$ cat src/rtl/fp_cmp_arbiter_pkg.sv
// rtl/fp_cmp_arbiter_pkg.sv - shared opcodes and slot states for the FP compare arbiter
package fp_cmp_arbiter_pkg;

  localparam logic [1:0] CMP_FEQ = 2'b00;
  localparam logic [1:0] CMP_FLT = 2'b01;
  localparam logic [1:0] CMP_FLE = 2'b10;

  typedef enum logic {
    S_EMPTY = 1'b0,
    S_FULL  = 1'b1
  } slot_state_e;

endpackage

$ cat src/rtl/fp_cmp_arbiter_if.sv
// rtl/fp_cmp_arbiter_if.sv - request and result handshake bundles for the FP compare arbiter
interface fp_cmp_req_if #(
  parameter int FLEN  = 32,
  parameter int TAG_W = 5
);
  logic             valid;
  logic             ready;
  logic [FLEN-1:0]  a;
  logic [FLEN-1:0]  b;
  logic [1:0]       op;
  logic [TAG_W-1:0] tag;

  modport master (output valid, a, b, op, tag, input ready);
  modport slave  (input valid, a, b, op, tag, output ready);
endinterface

interface fp_cmp_rsp_if #(
  parameter int TAG_W = 5
);
  logic             valid;
  logic             ready;
  logic [31:0]      result;
  logic             nv;
  logic             src;
  logic [TAG_W-1:0] tag;

  modport master (output valid, result, nv, src, tag, input ready);
  modport slave  (input valid, result, nv, src, tag, output ready);
endinterface

$ cat src/rtl/fp_cmp_arbiter_compare.sv
// rtl/fp_cmp_arbiter_compare.sv - combinational IEEE-754 FEQ/FLT/FLE compare with NV flag
module fp_compare
  import fp_cmp_arbiter_pkg::*;
#(
  parameter int FLEN = 32
) (
  input  logic [FLEN-1:0] a,
  input  logic [FLEN-1:0] b,
  input  logic [1:0]      op,
  output logic            result,
  output logic            nv
);

  localparam int EXP_W = (FLEN == 64) ? 11 : 8;
  localparam int MAN_W = FLEN - 1 - EXP_W;

  logic            sign_a, sign_b;
  logic [FLEN-2:0] mag_a, mag_b;
  logic            nan_a, nan_b, snan_a, snan_b, any_nan, any_snan;
  logic            both_zero, eq, lt;

  assign sign_a = a[FLEN-1];
  assign sign_b = b[FLEN-1];
  assign mag_a  = a[FLEN-2:0];
  assign mag_b  = b[FLEN-2:0];

  // Quiet bit is the mantissa MSB; a NaN with it clear is signalling.
  assign nan_a  = (&a[FLEN-2 -: EXP_W]) && (|a[MAN_W-1:0]);
  assign nan_b  = (&b[FLEN-2 -: EXP_W]) && (|b[MAN_W-1:0]);
  assign snan_a = nan_a && !a[MAN_W-1];
  assign snan_b = nan_b && !b[MAN_W-1];
  assign any_nan  = nan_a || nan_b;
  assign any_snan = snan_a || snan_b;

  assign both_zero = (mag_a == '0) && (mag_b == '0);
  assign eq        = (a == b) || both_zero;

  always_comb begin
    lt = 1'b0;
    case ({sign_a, sign_b})
      2'b00:   lt = mag_a < mag_b;
      2'b11:   lt = mag_a > mag_b;
      2'b10:   lt = !both_zero;
      default: lt = 1'b0;
    endcase
  end

  always_comb begin
    result = 1'b0;
    nv     = 1'b0;
    case (op)
      CMP_FEQ: begin
        result = !any_nan && eq;
        nv     = any_snan;
      end
      CMP_FLT: begin
        result = !any_nan && lt;
        nv     = any_nan;
      end
      CMP_FLE: begin
        result = !any_nan && (lt || eq);
        nv     = any_nan;
      end
      default: begin
        result = 1'b0;
        nv     = 1'b0;
      end
    endcase
  end

endmodule

$ cat src/rtl/fp_cmp_arbiter.sv
// rtl/fp_cmp_arbiter.sv - round-robin sharing of one FP compare unit between two requesters
module fp_cmp_arbiter
  import fp_cmp_arbiter_pkg::*;
#(
  parameter int FLEN  = 32,
  parameter int TAG_W = 5
) (
  input  logic          clk,
  input  logic          reset_n,
  fp_cmp_req_if.slave   r0,
  fp_cmp_req_if.slave   r1,
  fp_cmp_rsp_if.master  out,
  input  logic          flags_clr,
  output logic          nv_sticky
);

  slot_state_e      state, state_nxt;
  logic             last_grant;
  logic             grant;
  logic             can_accept;
  logic             accept;

  logic [FLEN-1:0]  sel_a, sel_b;
  logic [1:0]       sel_op;
  logic [TAG_W-1:0] sel_tag;
  logic             cmp_result, cmp_nv;

  logic             res_q, nv_q, src_q;
  logic [TAG_W-1:0] tag_q;

  assign can_accept = (state == S_EMPTY) || out.ready;

  // Contention goes to whoever did not win the last accepted transfer.
  always_comb begin
    grant = 1'b0;
    if (r0.valid && r1.valid) begin
      grant = ~last_grant;
    end else if (r1.valid) begin
      grant = 1'b1;
    end
  end

  assign r0.ready = can_accept && !grant;
  assign r1.ready = can_accept && grant;
  assign accept   = can_accept && (grant ? r1.valid : r0.valid);

  assign sel_a   = grant ? r1.a   : r0.a;
  assign sel_b   = grant ? r1.b   : r0.b;
  assign sel_op  = grant ? r1.op  : r0.op;
  assign sel_tag = grant ? r1.tag : r0.tag;

  fp_compare #(
    .FLEN (FLEN)
  ) u_cmp (
    .a      (sel_a),
    .b      (sel_b),
    .op     (sel_op),
    .result (cmp_result),
    .nv     (cmp_nv)
  );

  always_comb begin
    state_nxt = state;
    case (state)
      S_EMPTY: if (accept) state_nxt = S_FULL;
      S_FULL:  if (out.ready && !accept) state_nxt = S_EMPTY;
      default: state_nxt = S_EMPTY;
    endcase
  end

  always_ff @(posedge clk) begin
    if (!reset_n) begin
      state      <= S_EMPTY;
      last_grant <= 1'b1;
      res_q      <= 1'b0;
      nv_q       <= 1'b0;
      src_q      <= 1'b0;
      tag_q      <= '0;
      nv_sticky  <= 1'b0;
    end else begin
      state <= state_nxt;
      if (accept) begin
        last_grant <= grant;
        res_q      <= cmp_result;
        nv_q       <= cmp_nv;
        src_q      <= grant;
        tag_q      <= sel_tag;
      end
      // A clear and a new NV in the same cycle leave the flag set.
      nv_sticky <= (flags_clr ? 1'b0 : nv_sticky) | (accept & cmp_nv);
    end
  end

  assign out.valid  = (state == S_FULL);
  assign out.result = {31'b0, res_q};
  assign out.nv     = nv_q;
  assign out.src    = src_q;
  assign out.tag    = tag_q;

endmodule

$ cat src/flat_wrapper.sv
// flat-port wrapper written by rule: the top's interface ports become plain ports
module fp_cmp_arbiter_flat import fp_cmp_arbiter_pkg::*;
#(
  parameter int FLEN  = 32,
  parameter int TAG_W = 5
)
  (clk, reset_n, flags_clr, nv_sticky, r0_valid, r0_a, r0_b, r0_op, r0_tag, r0_ready, r1_valid, r1_a, r1_b, r1_op, r1_tag, r1_ready, out_valid, out_result, out_nv, out_src, out_tag, out_ready);
  fp_cmp_req_if #(.FLEN(FLEN), .TAG_W(TAG_W)) r0_i ();
  fp_cmp_req_if #(.FLEN(FLEN), .TAG_W(TAG_W)) r1_i ();
  fp_cmp_rsp_if #(.TAG_W(TAG_W)) out_i ();
  input  logic clk;
  input  logic reset_n;
  input  logic flags_clr;
  output logic nv_sticky;
  input wire logic [$bits(r0_i.valid)-1:0] r0_valid;
  input wire logic [$bits(r0_i.a)-1:0] r0_a;
  input wire logic [$bits(r0_i.b)-1:0] r0_b;
  input wire logic [$bits(r0_i.op)-1:0] r0_op;
  input wire logic [$bits(r0_i.tag)-1:0] r0_tag;
  output wire logic [$bits(r0_i.ready)-1:0] r0_ready;
  input wire logic [$bits(r1_i.valid)-1:0] r1_valid;
  input wire logic [$bits(r1_i.a)-1:0] r1_a;
  input wire logic [$bits(r1_i.b)-1:0] r1_b;
  input wire logic [$bits(r1_i.op)-1:0] r1_op;
  input wire logic [$bits(r1_i.tag)-1:0] r1_tag;
  output wire logic [$bits(r1_i.ready)-1:0] r1_ready;
  output wire logic [$bits(out_i.valid)-1:0] out_valid;
  output wire logic [$bits(out_i.result)-1:0] out_result;
  output wire logic [$bits(out_i.nv)-1:0] out_nv;
  output wire logic [$bits(out_i.src)-1:0] out_src;
  output wire logic [$bits(out_i.tag)-1:0] out_tag;
  input wire logic [$bits(out_i.ready)-1:0] out_ready;
  assign r0_i.valid = r0_valid;
  assign r0_i.a = r0_a;
  assign r0_i.b = r0_b;
  assign r0_i.op = r0_op;
  assign r0_i.tag = r0_tag;
  assign r0_ready = r0_i.ready;
  assign r1_i.valid = r1_valid;
  assign r1_i.a = r1_a;
  assign r1_i.b = r1_b;
  assign r1_i.op = r1_op;
  assign r1_i.tag = r1_tag;
  assign r1_ready = r1_i.ready;
  assign out_valid = out_i.valid;
  assign out_result = out_i.result;
  assign out_nv = out_i.nv;
  assign out_src = out_i.src;
  assign out_tag = out_i.tag;
  assign out_i.ready = out_ready;
  fp_cmp_arbiter #(.FLEN(FLEN), .TAG_W(TAG_W)) u_core (.clk(clk), .reset_n(reset_n), .r0(r0_i), .r1(r1_i), .out(out_i), .flags_clr(flags_clr), .nv_sticky(nv_sticky));
endmodule
$ cat config.mk
export PLATFORM = sky130hd
export DESIGN_NAME = fp_cmp_arbiter_flat
export DESIGN_NICKNAME = d
export VERILOG_FILES = /design/src/rtl/fp_cmp_arbiter_pkg.sv /design/src/rtl/fp_cmp_arbiter_if.sv /design/src/rtl/fp_cmp_arbiter_compare.sv /design/src/rtl/fp_cmp_arbiter.sv /design/src/flat_wrapper.sv
export SDC_FILE = /design/constraint.sdc
export NUM_CORES = 1
export LEC_CHECK = 0
export BUFFER_PORTS_ARGS = -buffer_cell sky130_fd_sc_hd__buf_2
export CORE_MARGIN = 1
export CORE_UTILIZATION = 32
export CTS_CLUSTER_DIAMETER = 150
export DETAILED_ROUTE_END_ITERATION = 7
export PLACE_DENSITY = 0.75
export SYNTH_ARGS = -nofsm -noshare
export SYNTH_HDL_FRONTEND = slang
export SYNTH_SLANG_ARGS = --single-unit
$ cat constraint.sdc
create_clock -name clk -period 3.5 [get_ports clk]
set_input_delay 0.7 -clock clk [delete_from_list [all_inputs] [get_ports clk]]
set_output_delay 0.7 -clock clk [all_outputs]
set_load 0.005 [all_outputs]
## Word-level counts from Yosys, hierarchy flattened

Index checks and enable logic that the tools add are counted.

- $add $sub $neg: 0
- $mul: 0
- Divide/modulo/power cells: 0
- Order comparisons: 2
- Equality and inequality tests: 5
- Shift-type cells: 0
- Muxes and demuxes: 14
- Bitwise gates (word level): 4
- Reductions and logical operators: 33

Operator list:

| cell | count |
|---|---|
| $mux 32 | 2 |
| $logic_not 31->1 | 2 |
| $reduce_or 23->1 | 2 |
| $eq 32x32->1 | 1 |
| $gt 31x31->1 | 1 |
| $lt 31x31->1 | 1 |
| $reduce_and 8->1 | 2 |
| $logic_and 1x1->1 | 13 |
| $eq 2x2->1 const B | 3 |
| $logic_not 1->1 | 6 |
| $mux 1 | 6 |
| $pmux 1 s3 | 2 |
| $logic_or 1x1->1 | 5 |
| $mux 5 | 1 |
| $logic_not 2->1 | 2 |
| $pmux 1 s2 | 2 |
| $eq 2x1->1 const B | 1 |
| $mux 2 | 1 |
| $not 1->1 | 2 |
| $reduce_or 2->1 | 1 |
| $and 1x1->1 | 1 |
| $or 1x1->1 | 1 |

- Register bits: 11
- Latch bits: 0
- RAM bits: 0
- Memory bits (read-only): 0
- Output and inout bits: 43
- Logic and storage cells: 65
- Memories kept: 0

## Logic depth before layout (Yosys ltp)

Gate-level depths: netlist (run 1).

- Depth in word-level cells: 10
- Gate-level depth with buffers: 15
- Mapped depth without buffers: 11

## By module

From an unflattened synthesis (run 1), not the netlist that was laid out.

- Cell total of the unflattened synthesis: 325
- Area total of the unflattened synthesis: 2726.4 um2

By module, submodules not included:

| module | times used | cells an instance | area each (um2) | seq. area each (um2) |
|---|---|---|---|---|
| fp_cmp_arbiter | 1 | 159 | 1529.0 | 220.2 |
| fp_compare | 1 | 166 | 1197.4 | 0.0 |

## Worst setup path after synthesis (run 1)

Ideal clock, no wire load.

- Path type: input -> register
- Start: input port r1_valid
- End: register u_core.res_q
- Library setup time: 0.070 ns
- Arrival: 3.166 ns
- Setup slack: 0.264 ns
- Stages: 15
- Cell sequence: a21bo_1 -> buf_6 -> buf_2 -> buf_2 -> clkbuf_1 -> nand2_1 -> nand2_1 -> ha_1 -> nand4_2 -> nor4_2 -> o2111ai_1 -> or2_1 -> a21oi_2 -> a211oi_1 -> a21oi_1

- Longest elaborated chain between the ends: 10
- Elaborated cells between the ends (all ways): 36
- Those cells by class: 2 x order compare; 5 x eq/ne; 8 x mux; 21 x reduce/logical

RTL lines:

| element | line | source |
|---|---|---|
| from (decl) | flat_wrapper.sv:21 | `input wire logic [$bits(r1_i.valid)-1:0] r1_valid;` |
| branches (longest 10 deep; another with $gt 31x31->1) | - |  |
| to (signal assigned) | fp_cmp_arbiter.sv:84 | `res_q <= cmp_result;` |
| to (decl) | fp_cmp_arbiter.sv:28 | `logic res_q, nv_q, src_q;` |

Parallel ways; which one is timed is not known.
A chain may end at the register's enable or synchronous reset.

## Worst setup path after layout (run 1)

Same ends and word-level chain as after synthesis.

==> results of run 1 <==
-- worst reg2reg max path: cells and delay by family (launching register included) --
| kind | cells | cell delay, ns |
|---|---|---|
| flip-flops | 1 | 0.35 |
| adder cells (fa/ha/maj) | 1 | 0.21 |
| buffers and inverters | 1 | 0.33 |
| AO/OA/AOI/OAI | 3 | 0.64 |
| AND/OR/NAND/NOR | 6 | 0.97 |
| multiplexers | 1 | 0.19 |
-- metal layers --
metal	vias up	GRT usage
li1	1762	-
met1	1614	0.2408
met2	156	0.3893
met3	20	0.02607
met4	0	0.05597
met5	-	0
-- logic make-up (layout without fill, tap and decap cells) --
family,after synthesis,count (layout)
adders and majority gates,39,39
and+or+nand+nor,230,230
other,1,31
buffers and inverters,52,175
xor gates and xnor gates,2,2
DFF,11,11
muxes,31,31
AOI/OAI and AO/OA,53,53
-- metrics by stage --
stage / util / hold slack, ns / total power, uW
6_report: 0.4371 / 0.4890 / 718.0
5_1_grt: 0.4371 / 0.5096 / 791.8
4_1_cts: 0.4371 / 0.4927 / 719.5
3_5_place_dp: 0.4317 / 0.4808 / 592.7
3_3_place_gp: 0.4317 / 0.4725 / 577.2
2_1_floorplan: - / 0.4737 / 426.7
-- layout make-up --
| cell class | count | area, sq um | area share |
|---|---|---|---|
| multi-input cells | 386 | 2387 | 0.6516 |
| well taps | 105 | 131.4 | 0.03586 |
| clock buffers | 4 | 45.04 | 0.01230 |
| repair buffers | 166 | 860.8 | 0.2350 |
| inverters | 5 | 18.77 | 0.005123 |
| flip-flops and latches | 11 | 220.2 | 0.06011 |
-- path summary, 6_finish.rpt --
check	start	end	slack (ns)	cells after the start
worst min register to register	u_core.out.nv	u_core.out.nv	0.49	1
worst max register to register	u_core.last_grant	u_core.res_q	0.71	12
worst min-delay path	u_core.out.nv	u_core.out.nv	0.49	1
worst max-delay path	r1_valid	u_core.res_q	0.46	13
-- power by group through the flow --
stage	clock [uW]	combinational (uW)	sequential [uW]
after floorplan	0	285	142
after global placement	0	436	141
after detailed placement	0	451	142
after CTS	127	452	140
after global routing	136	516	140
final	124	454	140
-- registers in the layout (all words and copies together) (netlist names) --
register and flops:
u_core.out.src 1, u_core.nv_sticky 1, u_core.out.tag 5, u_core.out.valid 1, u_core.last_grant 1, u_core.res_q 1
u_core.out.nv 1
-- cells in the final DEF, fill, tap and decap left out, types with 4 or more instances in the layout --
master,count
buf_2,159
nand2_1,127
ha_1,39
mux2i_1,31
nor4_1,31
conb_1,31
a21oi_1,18
nand4_1,18
nor2_1,17
nor3_1,11
dfxtp_1,11
nand3_1,10
buf_4,6
inv_1,5
o211a_1,5
and2_1,4
o21ai_0,4
o211ai_1,4
==> qor.csv, run 1 <==
metric,value,unit
row_count,33,
yosysMostFrequentCell,nand2_1,
highest_layer,met4,
drcViolationCount,0,
synthFlopType,dfxtp_1,
placed_cell_area,3618,sq um
synth_edf_count,0,
setup_violations,0,
path_buf_inv,2,
slew_headroom,0.4337,
vias,3552,
fp.coreArea,8382,sq um
ys_ff_latch,11,
hold_viol,0,
cts-root-buf,clkbuf_8,
synthTopCellsByArea,"ha_1, nand2_1, mux2i_1",
io_pins,191,
track_usage,0.2059,
drt_iter0_drc,151,
synth_cells,419,
yosysSeqAreaShare,0.07812,
avgViaCountPerCell,5.247,
maxCapViolations,0,
clk_path_buf_depth,2,
cts_made_buffers,3,
period_needed,3.042,ns
portBuffers,159,
drtAntennaViolNets,0,
die_h,95.86,um
muxShareOfSynthArea,0.1101,
clkPwrFrac,0.173,
synth_top_area_share,0.1731,
cp-start-kind,input pin,
power_density,196.0,nW/um^2
cts_hold_buf,0,
diodes,0,
initial_utilization,0.3363,
syn_avg_cell_area,6.728,sq um
clock_skew,0.004166,ns
wl_met2,5023,um
wl_per_cell,14.70,um
n_fill_cell,895,
switching_power,302.5,uW
synth_compound_area_frac,0.1318,
max_freq,0.3287,GHz
syn2layout_area_growth,29.96,%
fin_nets,760,
arrival,3.16,ns
finish.instance_area,3664,sq um
async_flop_share,0,
crit_path_end_kind,flip-flop,
cts_tree,yes,
power_frac_comb,0.632,
yosysUniqueCellTypes,45,
place_congestion,0.9529,
final_max_slew_viol_count,0,
hpwlAfterDp,8823,um
die_area,9188,sq um
grt_pass1_vias,3306,
syn_area,2819,sq um
synthTopCellsByCount,"nand2_1, ha_1, buf_4",
rsz0062_at_grt,no,
place_ws,0.2254,ns
grt-ovfl-total,0,
slowest_delay,0.35,ns
cpMostUsedCell,nand2_1,
dp_cells,673,
met1_length,4011,um
p_leak,0.002010,uW
grt_first_pass_wirelength,14860,um
cts.sinks,11,
ctsResizeCount,0,
netSwitchingFraction,0.4214,
cts_setup_buffers,0,
finalSetupTns,0,ns
drive_above_1_share,0.3094,
fp.dieW,95.86,um
status,"finished, final reports clean",
critPathKind,input pin to flip-flop,
path_delay_family,simple AND/OR/NAND/NOR gates,
synth_top_family_by_area,simple AND/OR/NAND/NOR gates,
critPathMaxFanout,20,
critical-path-slowest-cell,a21boi_4,
p_int,415.4,uW
hold_path.class,flip-flop to flip-flop,
drt-total-wl,9951,um
pwr-share-seq,0.195,
synth_fa_ha_area_frac,0.1731,
clock_latency,0.23,ns
grt_start_max_net_pins,47,
wl_met3,682,um
path_cells,buf_2 > a21boi_4 > buf_4 > nand2_1 > nand2_1 > ha_1 > nand4_1 > nor4_2 > nand2_1 > a41o_1 > nand4_1 > mux2i_1 > a21oi_1,
ir_drop,0.0001235,V
yosys_warnings,0,
clk_pin_slew,0.05,ns
fin_crit_sh,0.8691,
firstDrtPassIters,4,
antenna_found_initial,0,
worst_slack,0.4580,ns
cts-htree-levels,1,
synth-simple-area-share,0.3817,
yosysTopAreaCell,ha_1,
required,3.62,ns
synth_xor_area_frac,0.006214,
final_cells,677,
timing_worst_slew_pin_value,0.8463,ns
Note: power is estimated with default switching activity, not from simulation.
==> run 2, diff against run 1 <==
==> constraint.sdc (replaced) <==
create_clock -name clk -period 3.5 [get_ports clk]
set_input_delay 0.35 -clock clk [delete_from_list [all_inputs] [get_ports clk]]
set_output_delay 0.35 -clock clk [all_outputs]
set_load 0.005 [all_outputs]
==> qor.csv, run 2 (synthesis gave the netlist of run 1 again) <==
metric,value,unit,change
status,"finished, final reports clean",,
vias,3595,,+1.2%
clock_skew,0.007429,ns,+0.003263 ns
largest_register_ffs,5,,unchanged
mostFrequentLayoutCells,"buf_2, nand2_1, ha_1",,
antenna_found_initial,0,,unchanged
netSwitchingFraction,0.4255,,+0.004166
clk_path_buf_depth,2,,unchanged
portBuffers,159,,unchanged
clk_pin_slew,0.05,ns,about the same
cts_hold_buf,0,,unchanged
fin_crit_sh,0.8328,,-0.03633
power_frac_comb,0.631,,about the same
timing_worst_slew_pin_value,0.8083,ns,-0.03802 ns
p_int,416.1,uW,+0.16%
maxCapViolations,0,,unchanged
ctsResizeCount,0,,unchanged
io_pins,191,,unchanged
wl_per_cell,15.33,um,+4.3%
power_density,197.9,nW/um^2,+0.96%
cts.sinks,11,,unchanged
cp-start-kind,flip-flop,,
required,3.67,ns,+0.05 ns
drtAntennaViolNets,0,,unchanged
place_congestion,0.8741,,-8.3%
grt_first_pass_wirelength,14970,um,+0.79%
hpwlAfterDp,9086,um,+3.0%
diodes,0,,unchanged
hold_viol,0,,unchanged
period_needed,2.915,ns,-0.1272 ns
fp.coreArea,8382,sq um,unchanged
crit_path_end_kind,flip-flop,,
critPathKind,flip-flop to flip-flop,,
clkPwrFrac,0.176,,+0.003
initial_utilization,0.3363,,unchanged
cts_setup_buffers,0,,unchanged
drt_iter0_drc,150,,-0.66%
arrival,3.09,ns,-0.07 ns
p_leak,0.002003,uW,-0.31%
cts-root-buf,clkbuf_8,,
critical-path-slowest-cell,nor4_2,,
row_count,33,,unchanged
firstDrtPassIters,5,,+1
grt_start_max_net_pins,42,,-11%
avgViaCountPerCell,5.326,,+1.5%
path_delay_family,compound AO/OA/AOI/OAI gates,,
max_freq,0.3431,GHz,+4.4%
fin_nets,758,,-0.26%
final_common_cell,buf_2,,
switching_power,308.2,uW,+1.9%
clock_latency,0.24,ns,about the same
cts_made_buffers,3,,unchanged
drt-total-wl,10350,um,+4.0%
ir_drop,0.0001138,V,-7.8%
total_power,724.4,uW,+0.89%
final_max_slew_viol_count,0,,unchanged
die_area,9188,sq um,unchanged
die_h,95.86,um,unchanged
hold_path.class,input pin to flip-flop,,
rsz0062_at_grt,no,,
setup_violations,0,,unchanged
critPathMaxFanout,25,,+25%
cts_tree,yes,,
slowest_delay,0.41,ns,+0.06 ns
grt-ovfl-total,0,,unchanged
path_cells,a21bo_2 > buf_12 > mux2i_1 > ha_1 > nand4_2 > nor4_2 > o2111ai_1 > or2_1 > a21oi_2 > o22ai_1 > a21oi_1,,
track_usage,0.2096,,+0.003707
fp.dieW,95.86,um,unchanged
syn2layout_area_growth,29.87,%,about the same
finalSetupTns,0,ns,unchanged
drive_above_1_share,0.3070,,-0.002423
drcViolationCount,0,,unchanged
path_buf_inv,1,,-1
pwr-share-seq,0.193,,-0.002
grt_pass1_vias,3225,,-2.5%
fin_util,0.4368,,about the same
slew_headroom,0.4591,,+0.02544
cts-htree-levels,1,,unchanged
## run 2: cell types whose count changed in the layout (fill, tap and decap cells not counted), sizes merged
cell / delta
buf: -2
## run 2: through the flow
stage,std cells,area [sq um],setup WS (ns),hold WS (ns)
floorplan,449,2932,0.6139,0.4737
global placement,671,3616,0.6015,0.4548
detailed placement,671,3616,0.5024,0.4624
CTS,675,3661,0.6047,0.3912
global route,675,3661,0.3586,0.3974
finish,675,3661,0.5852,0.3949
## run 2: final cells by class
class / instances / area [sq um]
well taps: 105 / 131.4
clock buffers: 4 / 45.04
repair buffers: 164 / 858.3
flip-flops and latches: 11 / 220.2
inverters: 5 / 18.77
multi-input cells: 386 / 2387
fillers: 883 / 4721
## run 2: final timing paths
kind / from / endpoint / slack (ns) / depth (start not counted)
max: u_core.last_grant / u_core.res_q / 0.59 / 11
min: reset_n / u_core.last_grant / 0.39 / 2
max reg2reg: u_core.last_grant / u_core.res_q / 0.59 / 11
min reg2reg: u_core.nv_sticky / u_core.nv_sticky / 0.47 / 1
## run 2: power by group through the flow
stage	sequential (uW)	clock, uW	combinational, uW
after CTS	140	130	455
after detailed placement	142	0	453
after floorplan	142	0	285
after global placement	142	0	439
final	140	128	457
after global routing	140	138	506
## run 2: routing by layer
metal | wire [um] | share of wire | GRT usage
met5 | 0 | 0 | 0
met4 | 130 | 0.013 | 0.03607
met3 | 730 | 0.071 | 0.02370
met2 | 5286 | 0.51 | 0.4101
met1 | 4203 | 0.41 | 0.2439
